===== src/rtl/alu_share_arbiter.sv =====
// alu_share_arbiter: shares one ALU between two requesters with a valid/ready response path.
// Define ALU_ARB_ROUND_ROBIN_EN for round-robin tie-breaking; otherwise req0 has fixed priority.
module alu_share_arbiter #(
    parameter int MUL_WAIT = 2
) (
    input  logic        Clk,
    input  logic        Rst_n,
    input  logic        req0_valid,
    output logic        req0_ready,
    input  logic [3:0]  req0_op,
    input  logic [31:0] req0_a,
    input  logic [31:0] req0_b,
    input  logic        req1_valid,
    output logic        req1_ready,
    input  logic [3:0]  req1_op,
    input  logic [31:0] req1_a,
    input  logic [31:0] req1_b,
    output logic        rsp0_valid,
    input  logic        rsp0_ready,
    output logic        rsp1_valid,
    input  logic        rsp1_ready,
    output logic [31:0] rsp_result,
    output logic        rsp_zero,
    output logic        rsp_err,
    output logic [3:0]  alu_control,
    output logic [31:0] alu_a,
    output logic [31:0] alu_b,
    input  logic [31:0] alu_result,
    input  logic        alu_zero,
    output logic        busy
);
    typedef enum logic [1:0] {IDLE, EXEC, RESP} state_t;

    state_t      state_q, state_d;
    logic [3:0]  cnt_q, cnt_d, ctl_q, ctl_d;
    logic [31:0] a_q, a_d, b_q, b_d, res_q, res_d;
    logic        zero_q, zero_d, err_q, err_d;
    logic        owner_q, owner_d, last_q, last_d;
    logic        v0_q, v0_d, v1_q, v1_d;
    logic        idle, tie_pick1, gnt0, gnt1;
    logic [3:0]  sel_op;
    logic [31:0] sel_a, sel_b;

`ifdef ALU_ARB_ROUND_ROBIN_EN
    assign tie_pick1 = ~last_q;
`else
    assign tie_pick1 = 1'b0;
`endif

    assign idle   = state_q == IDLE;
    assign gnt1   = idle & req1_valid & (~req0_valid | tie_pick1);
    assign gnt0   = idle & req0_valid & ~gnt1;
    assign sel_op = gnt1 ? req1_op : req0_op;
    assign sel_a  = gnt1 ? req1_a : req0_a;
    assign sel_b  = gnt1 ? req1_b : req0_b;

    assign req0_ready  = gnt0;
    assign req1_ready  = gnt1;
    assign rsp0_valid  = v0_q;
    assign rsp1_valid  = v1_q;
    assign rsp_result  = res_q;
    assign rsp_zero    = zero_q;
    assign rsp_err     = err_q;
    assign alu_control = ctl_q;
    assign alu_a       = a_q;
    assign alu_b       = b_q;
    assign busy        = ~idle;

    always_comb begin
        state_d = state_q;
        cnt_d   = cnt_q;
        ctl_d   = ctl_q;
        a_d     = a_q;
        b_d     = b_q;
        res_d   = res_q;
        zero_d  = zero_q;
        err_d   = err_q;
        owner_d = owner_q;
        last_d  = last_q;
        v0_d    = v0_q;
        v1_d    = v1_q;
        case (state_q)
            IDLE: begin
                if (gnt0 | gnt1) begin
                    owner_d = gnt1;
                    if (sel_op == 4'd8) begin
                        // Rejected opcode never reaches the ALU.
                        state_d = RESP;
                        res_d   = '0;
                        zero_d  = 1'b0;
                        err_d   = 1'b1;
                        v0_d    = ~gnt1;
                        v1_d    = gnt1;
                    end else begin
                        state_d = EXEC;
                        ctl_d   = sel_op;
                        a_d     = sel_a;
                        b_d     = sel_b;
                        cnt_d   = (sel_op == 4'd9) ? 4'(MUL_WAIT) : 4'd0;
                    end
                end
            end
            EXEC: begin
                if (cnt_q != 4'd0) begin
                    cnt_d = cnt_q - 4'd1;
                end else begin
                    state_d = RESP;
                    res_d   = alu_result;
                    zero_d  = alu_zero;
                    err_d   = 1'b0;
                    v0_d    = ~owner_q;
                    v1_d    = owner_q;
                end
            end
            RESP: begin
                if (owner_q ? rsp1_ready : rsp0_ready) begin
                    state_d = IDLE;
                    v0_d    = 1'b0;
                    v1_d    = 1'b0;
                    last_d  = owner_q;
                end
            end
            default: state_d = IDLE;
        endcase
    end

    always_ff @(posedge Clk or negedge Rst_n) begin
        if (!Rst_n) begin
            state_q <= IDLE;
            cnt_q   <= '0;
            ctl_q   <= '0;
            a_q     <= '0;
            b_q     <= '0;
            res_q   <= '0;
            zero_q  <= 1'b0;
            err_q   <= 1'b0;
            owner_q <= 1'b0;
            last_q  <= 1'b1;
            v0_q    <= 1'b0;
            v1_q    <= 1'b0;
        end else begin
            state_q <= state_d;
            cnt_q   <= cnt_d;
            ctl_q   <= ctl_d;
            a_q     <= a_d;
            b_q     <= b_d;
            res_q   <= res_d;
            zero_q  <= zero_d;
            err_q   <= err_d;
            owner_q <= owner_d;
            last_q  <= last_d;
            v0_q    <= v0_d;
            v1_q    <= v1_d;
        end
    end
endmodule

===== config.mk =====
export PLATFORM = sky130hd
export DESIGN_NAME = alu_share_arbiter
export DESIGN_NICKNAME = d
export VERILOG_FILES = /design/src/rtl/alu_share_arbiter.sv
export SDC_FILE = /design/constraint.sdc
export NUM_CORES = 1
export LEC_CHECK = 0
export CORE_AREA = 2 2 121 123
export DETAILED_ROUTE_END_ITERATION = 12
export DIE_AREA = 0 0 123 125
export PLACE_DENSITY = 0.88
export SYNTH_ARGS = -nofsm -noshare
export SYNTH_HDL_FRONTEND = slang
export SYNTH_SLANG_ARGS = --single-unit

===== constraint.sdc =====
create_clock -name Clk -period 2.78 [get_ports Clk]
set_input_delay 0.556 -clock Clk [delete_from_list [all_inputs] [get_ports Clk]]
set_output_delay 0.556 -clock Clk [all_outputs]
set_load 0.02 [all_outputs]

Yosys cells after proc, flatten, opt, wreduce, memory -nomap -nowiden
Cells that the tools add are included.
- bitwise logic cells: 10
- muxes and demuxes: 35
- reduce and logical (&&, ||, !) cells: 10
- equal/unequal tests: 10
- $add $sub $neg: 1
- operators by type and width (operator ; number):
    32-bit 2-to-1 mux ; 5
    32-bit one-hot mux with 2 select lines ; 1
    4-bit 2-to-1 mux ; 4
    1-bit 2-to-1 mux ; 14
    2-bit 2-to-1 mux ; 5
    4-bit equality test (second input constant) ; 2
    2-bit inequality test (second input constant) ; 4
    4-bit one-hot mux with 2 select lines ; 1
    4-bit AND reduction ; 2
    1-bit one-hot mux with 3 select lines ; 2
    2-bit one-hot mux with 3 select lines ; 1
    3-bit AND reduction ; 2
    1-bit inverter ; 5
    5-bit AND reduction ; 1
    1-bit bitwise AND ; 4
    2-bit by 1-bit inequality test with 1-bit output (second input constant) ; 2
    1-bit one-hot mux with 2 select lines ; 2
    4-bit nonzero test ; 1
    4-bit by 1-bit subtractor with 4-bit output (second input constant) ; 1
    3-bit nonzero test ; 1
    2-bit by 1-bit equality test with 1-bit output (second input constant) ; 1
    2-bit equality test (second input constant) ; 1
    2-bit logical NOT ; 1
    2-bit AND reduction ; 1
    other kinds (2) ; 2
- word-level logic and storage cells: 77
- input bits: 175
- bits in registers: 111
- output and inout bits: 107

Logic depth before layout (Yosys ltp)
Gate-level depths: netlist of run 1.
- depth in word-level cells: 9
- mapped depth: 10
- gate-level depth less buffers: 7

Least setup slack after synthesis of run 1
Ideal clock, no wire load.
- path type: reg2reg
- from: reg state_q[0]
- to: reg err_q, in the netlist rsp_err
- library setup time: 0.125 ns
- setup slack: 0.472 ns
- data arrival time: 2.183 ns
- stages on the path, launching flop included: 9
- period minus slack after synthesis: 2.308 ns
- data required time: 2.655 ns
- path buffers: 2
- cells stage by stage: dfrtp_1 > inv_1 > ha_1 > buf_2 > nand3b_1 > buf_4 > mux2i_1 > a2111oi_4 > mux2_2
- word-level cells in the longest chain between the ends: 8
- elaborated cells on any way between the ends: 16
- classes of those cells: 5 x eq/ne; 2 x mux; 6 x bitwise; 3 x reduce/logical
- ends and longest elaborated chain (element ; RTL line ; text):
    start: declaration ; 34 ; state_t state_q, state_d;
    start signal: assignment ; 142 ; state_q <= state_d;
    branches (longest 8 deep; another with 4-bit 2-to-1 mux) ; - ;
    end signal: assignment ; 149 ; err_q <= err_d;
    end: declaration ; 37 ; logic zero_q, zero_d, err_q, err_d;
Parallel ways; which one is timed is not known.
A chain may end at the register's enable or synchronous reset.

Worst setup path after layout of run 1
- from: in req0_valid
- to: out req1_ready
- word-level cells in the longest chain between the ends: 2
- ends and longest elaborated chain (element ; RTL line ; text):
    start: declaration ; 8 ; input logic req0_valid,
    1-bit inverter ; 51 ; assign gnt1 = idle & req1_valid & (~req0_valid | tie_pick1);
    1-bit bitwise AND ; 51 ;
    end: declaration ; 14 ; output logic req1_ready,
Every way passes these cells.

==> results of run 1 <==
==> cell families after synthesis <==
kind of cell             Yosys count  share of synthesized area (%)
buffers and inverters             94                           7.15
multiplexers                      42                           7.69
AND/OR/NAND/NOR                  198                           14.4
adder cells (fa/ha/maj)            6                           1.35
flip-flops                       111                           50.0
AO/OA/AOI/OAI                    153                           19.3
==> synth_stat cells, types with 2 or more instances <==
cell | n | area [sq um]
nand3b_1 | 2 | 15.0
buf_6 | 3 | 33.8
or3_1 | 2 | 12.5
and2_1 | 2 | 12.5
nor3b_1 | 3 | 22.5
mux2i_1 | 37 | 370
clkbuf_1 | 34 | 128
nand2_1 | 173 | 649
inv_1 | 41 | 154
mux2_2 | 5 | 56.3
nor4b_1 | 2 | 17.5
o21ai_0 | 5 | 25.0
a41oi_1 | 67 | 587
o211ai_1 | 4 | 30.0
dfrtp_1 | 111 | 2780
a21oi_1 | 69 | 345
buf_2 | 14 | 70.1
ha_1 | 6 | 75.1
nor2_1 | 5 | 18.8
nand3_1 | 4 | 20.0
==> worst paths after layout <==
check                                        endpoint  slack [ns]
min in group Clk           alu_control[0]$_DFFE_PN0P_        0.50
hold / removal                  alu_a[25]$_DFFE_PN0P_        0.17
max in group asynchronous       alu_b[26]$_DFFE_PN0P_        1.94
setup reg to reg                 cnt_q[1]$_DFFE_PN0P_        0.45
setup / recovery                           req1_ready        0.16
hold reg to reg            alu_control[0]$_DFFE_PN0P_        0.50
==> layout by cell type (no fill, tap or decap), drive strengths merged, types with 6 or more instances in the layout <==
master	n
a21oi	69
a41oi	67
buf	23
clkbuf	9
clkdlybuf4s50	280
dfrtp	111
ha	6
inv	43
mux2i	37
nand2	173
==> final cells by class <==
class / instances / area (sq um) / area share (%)
Multi-Input combinational cell: 399 / 2400 / 26.9
Clock inverter: 6 / 61.3 / 0.688
Sequential cell: 111 / 2780 / 31.2
Timing Repair Buffer: 303 / 3060 / 34.4
Tap cell: 184 / 230 / 2.58
Clock buffer: 9 / 225 / 2.53
Inverter: 42 / 158 / 1.77
==> power breakdown <==
group	total [W]	switching [W]	internal, W
Sequential	0.00268	0.000380	0.00230
Clock	0.00129	0.000595	0.000693
Combinational	0.00502	0.00263	0.00239
Total	0.00899	0.00361	0.00539
==> flip-flops by register name, indices dropped and copies added, names as in the netlist <==
| signal | cells |
|---|---|
| rsp0_valid | 1 |
| alu_a | 32 |
| cnt_q | 4 |
| owner_q | 1 |
| rsp_zero | 1 |
| alu_control | 4 |
| rsp_err | 1 |
| rsp_result | 32 |
| rsp1_valid | 1 |
| alu_b | 32 |
| state_q | 2 |
==> metal layers <==
metal	vias to the layer above	GRT usage, %
met5	-	0
met4	0	9.49
met3	40	8.21
met2	244	37.4
met1	2650	27.9
li1	2641	-
==> stage by stage <==
stage,setup TNS (ns),total power [W],hold WS [ns],cells
global route,0,0.00956,0.193,1054
floorplan,0,0.00550,0.260,604
CTS,0,0.00906,0.171,1054
detailed placement,-0.521,0.00774,0.490,1039
finish,0,0.00899,0.166,1054
global placement,0,0.00762,0.488,1039
==> key figures, run 1 <==
Outcome
  – Status: completed

Routing
  – Max Used Layer: met4
  – M1 wire length: slightly above 7 mm
  – Met3 routed WL: 1.80 mm
  – Via count: approximately 5600
  – WL final: 17.8 mm
  – Initial drt markers: 351
  – Vias per inst: 5.29
  – ANT nets after route: 0
  – Drt first pass iters: 4
  – Met2 WL: 8.36 mm
  – DRC: 0
  – WL/cell: 16.9 um

Layout
  – FILL cells: 1156
  – Layout cell share with drive strength beyond 1: 5.52%
  – Area Overhead vs Synth: 60.6%
  – Finished Cell Area: 8910 sq um
  – Diode count: 0
  – Nets: about 1000
  – Post-route core utilization: 62.7%

Critical path
  – Top delay family on crit path: buffers and inverters
  – R2R depth: 8
  – Cell mode on critical path: clkdlybuf4s50_1
  – CP arrival: 2.06 ns
  – Crit. End Element: primary output
  – Worst flop-to-flop path startpoint: state_q[0]$_DFFE_PN0P_
  – Critical-path cell list: clkdlybuf4s50_1 > nand3b_1 > inv_2 > clkdlybuf4s50_1
  – Critical Path Source Type: primary input
  – Critical path depth: 4
  – CP bufs+invs: 3
  – Worst setup path start: req0_valid
  – CP Class: primary input to primary output
  – Worst path max stage delay: approximately 0.63 ns
  – Crit Path Max Fanout: 3
  – Worst Path Required: 2.22 ns
  – Slowest cell on the critical path: clkdlybuf4s50_1

STA
  – Slew @ Worst Pin: 0.789 ns
  – Fin Clk Skew: 0.00532 ns
  – Period minus WS final: 2.62 ns
  – Final Hold Viols: 0
  – Max Freq: 382 MHz
  – Max Slew Vio Count: 0
  – Setup ws final: 0.161 ns
  – Fin crit share: between 90% and 100%
  – Final setup violation count: 0
  – Worst slew margin: 47.4%
  – RSZ-0062 raised after global routing: false

Clock tree
  – CTS clk-pin slew, worst paths: approximately 0.070 ns
  – TritonCTS clock tree: yes
  – CTS Sinks: 111
  – Resized Gates After CTS: 0
  – Clock Path Buffers: 2
  – Post-CTS Setup Inserts: 0
  – Hold buffer count at CTS: 0
  – CTS root buf: clkbuf_16
  – Clock Latency Late Sink: 0.35 ns
  – CTS buffer count: 9
  – H-tree Lvls: 3

Placed design
  – DP HPWL: about 13 mm
  – Pre-CTS WS: -0.0655 ns
  – IO Port Bufs: 281
  – Gpl congestion: slightly below 0.8
  – Post-DP Area: 8620 sq um

Floorplan
  – Core ar.: 14200 sq um
  – Num ports: between 200 and 300
  – Die H: approximately 130 um
  – Die X: between 100 and 150 um
  – Site Rows: 44
  – Die area: 15400 sq um
  – Initial Utilization: 39.1%

Min path
  – Worst hold-check path type: primary input to async pin

Synthesis
  – Syn_nets: 785
  – Yosys warnings: 0
  – Prevailing post-synth register cell: dfrtp_1
  – Cell Area, Synth: approximately 5600 sq um
  – Syn avg cell area: 9.19 sq um
  – Mapped Cells: 604
  – Yosys reg bits: 111
  – Post-synth EDFFs: 0
  – Synth cell types: 35
  – Async SR Flop Fraction: 100%
  – Sequential-to-total area share from yosys stat: 50.0%

Power
  – Max IR drop VDD: 0.000660 V
  – PD cells: about 1000 nW/um^2
  – Leak Pwr: between 3 and 4 nW

Global route
  – Tot GR Track Use: 23.1%
  – First-pass GRT wire length: 27.8 mm
  – GRT overflow: 0
  – Vias in the first global route: 5338
  – Initial antenna violation count: 0
  – Largest net degree at the start of global routing: 87

Run
  – Max Cap Viol: 0
Power figures use the tool's default switching activity.
==> run 2, diff against run 1 <==
Settings changed: ABC_CLOCK_PERIOD_IN_PS set to 2780.
==> results of run 2 <==
Same layout as run 1: the final DEF is identical, and so are final timing and power.
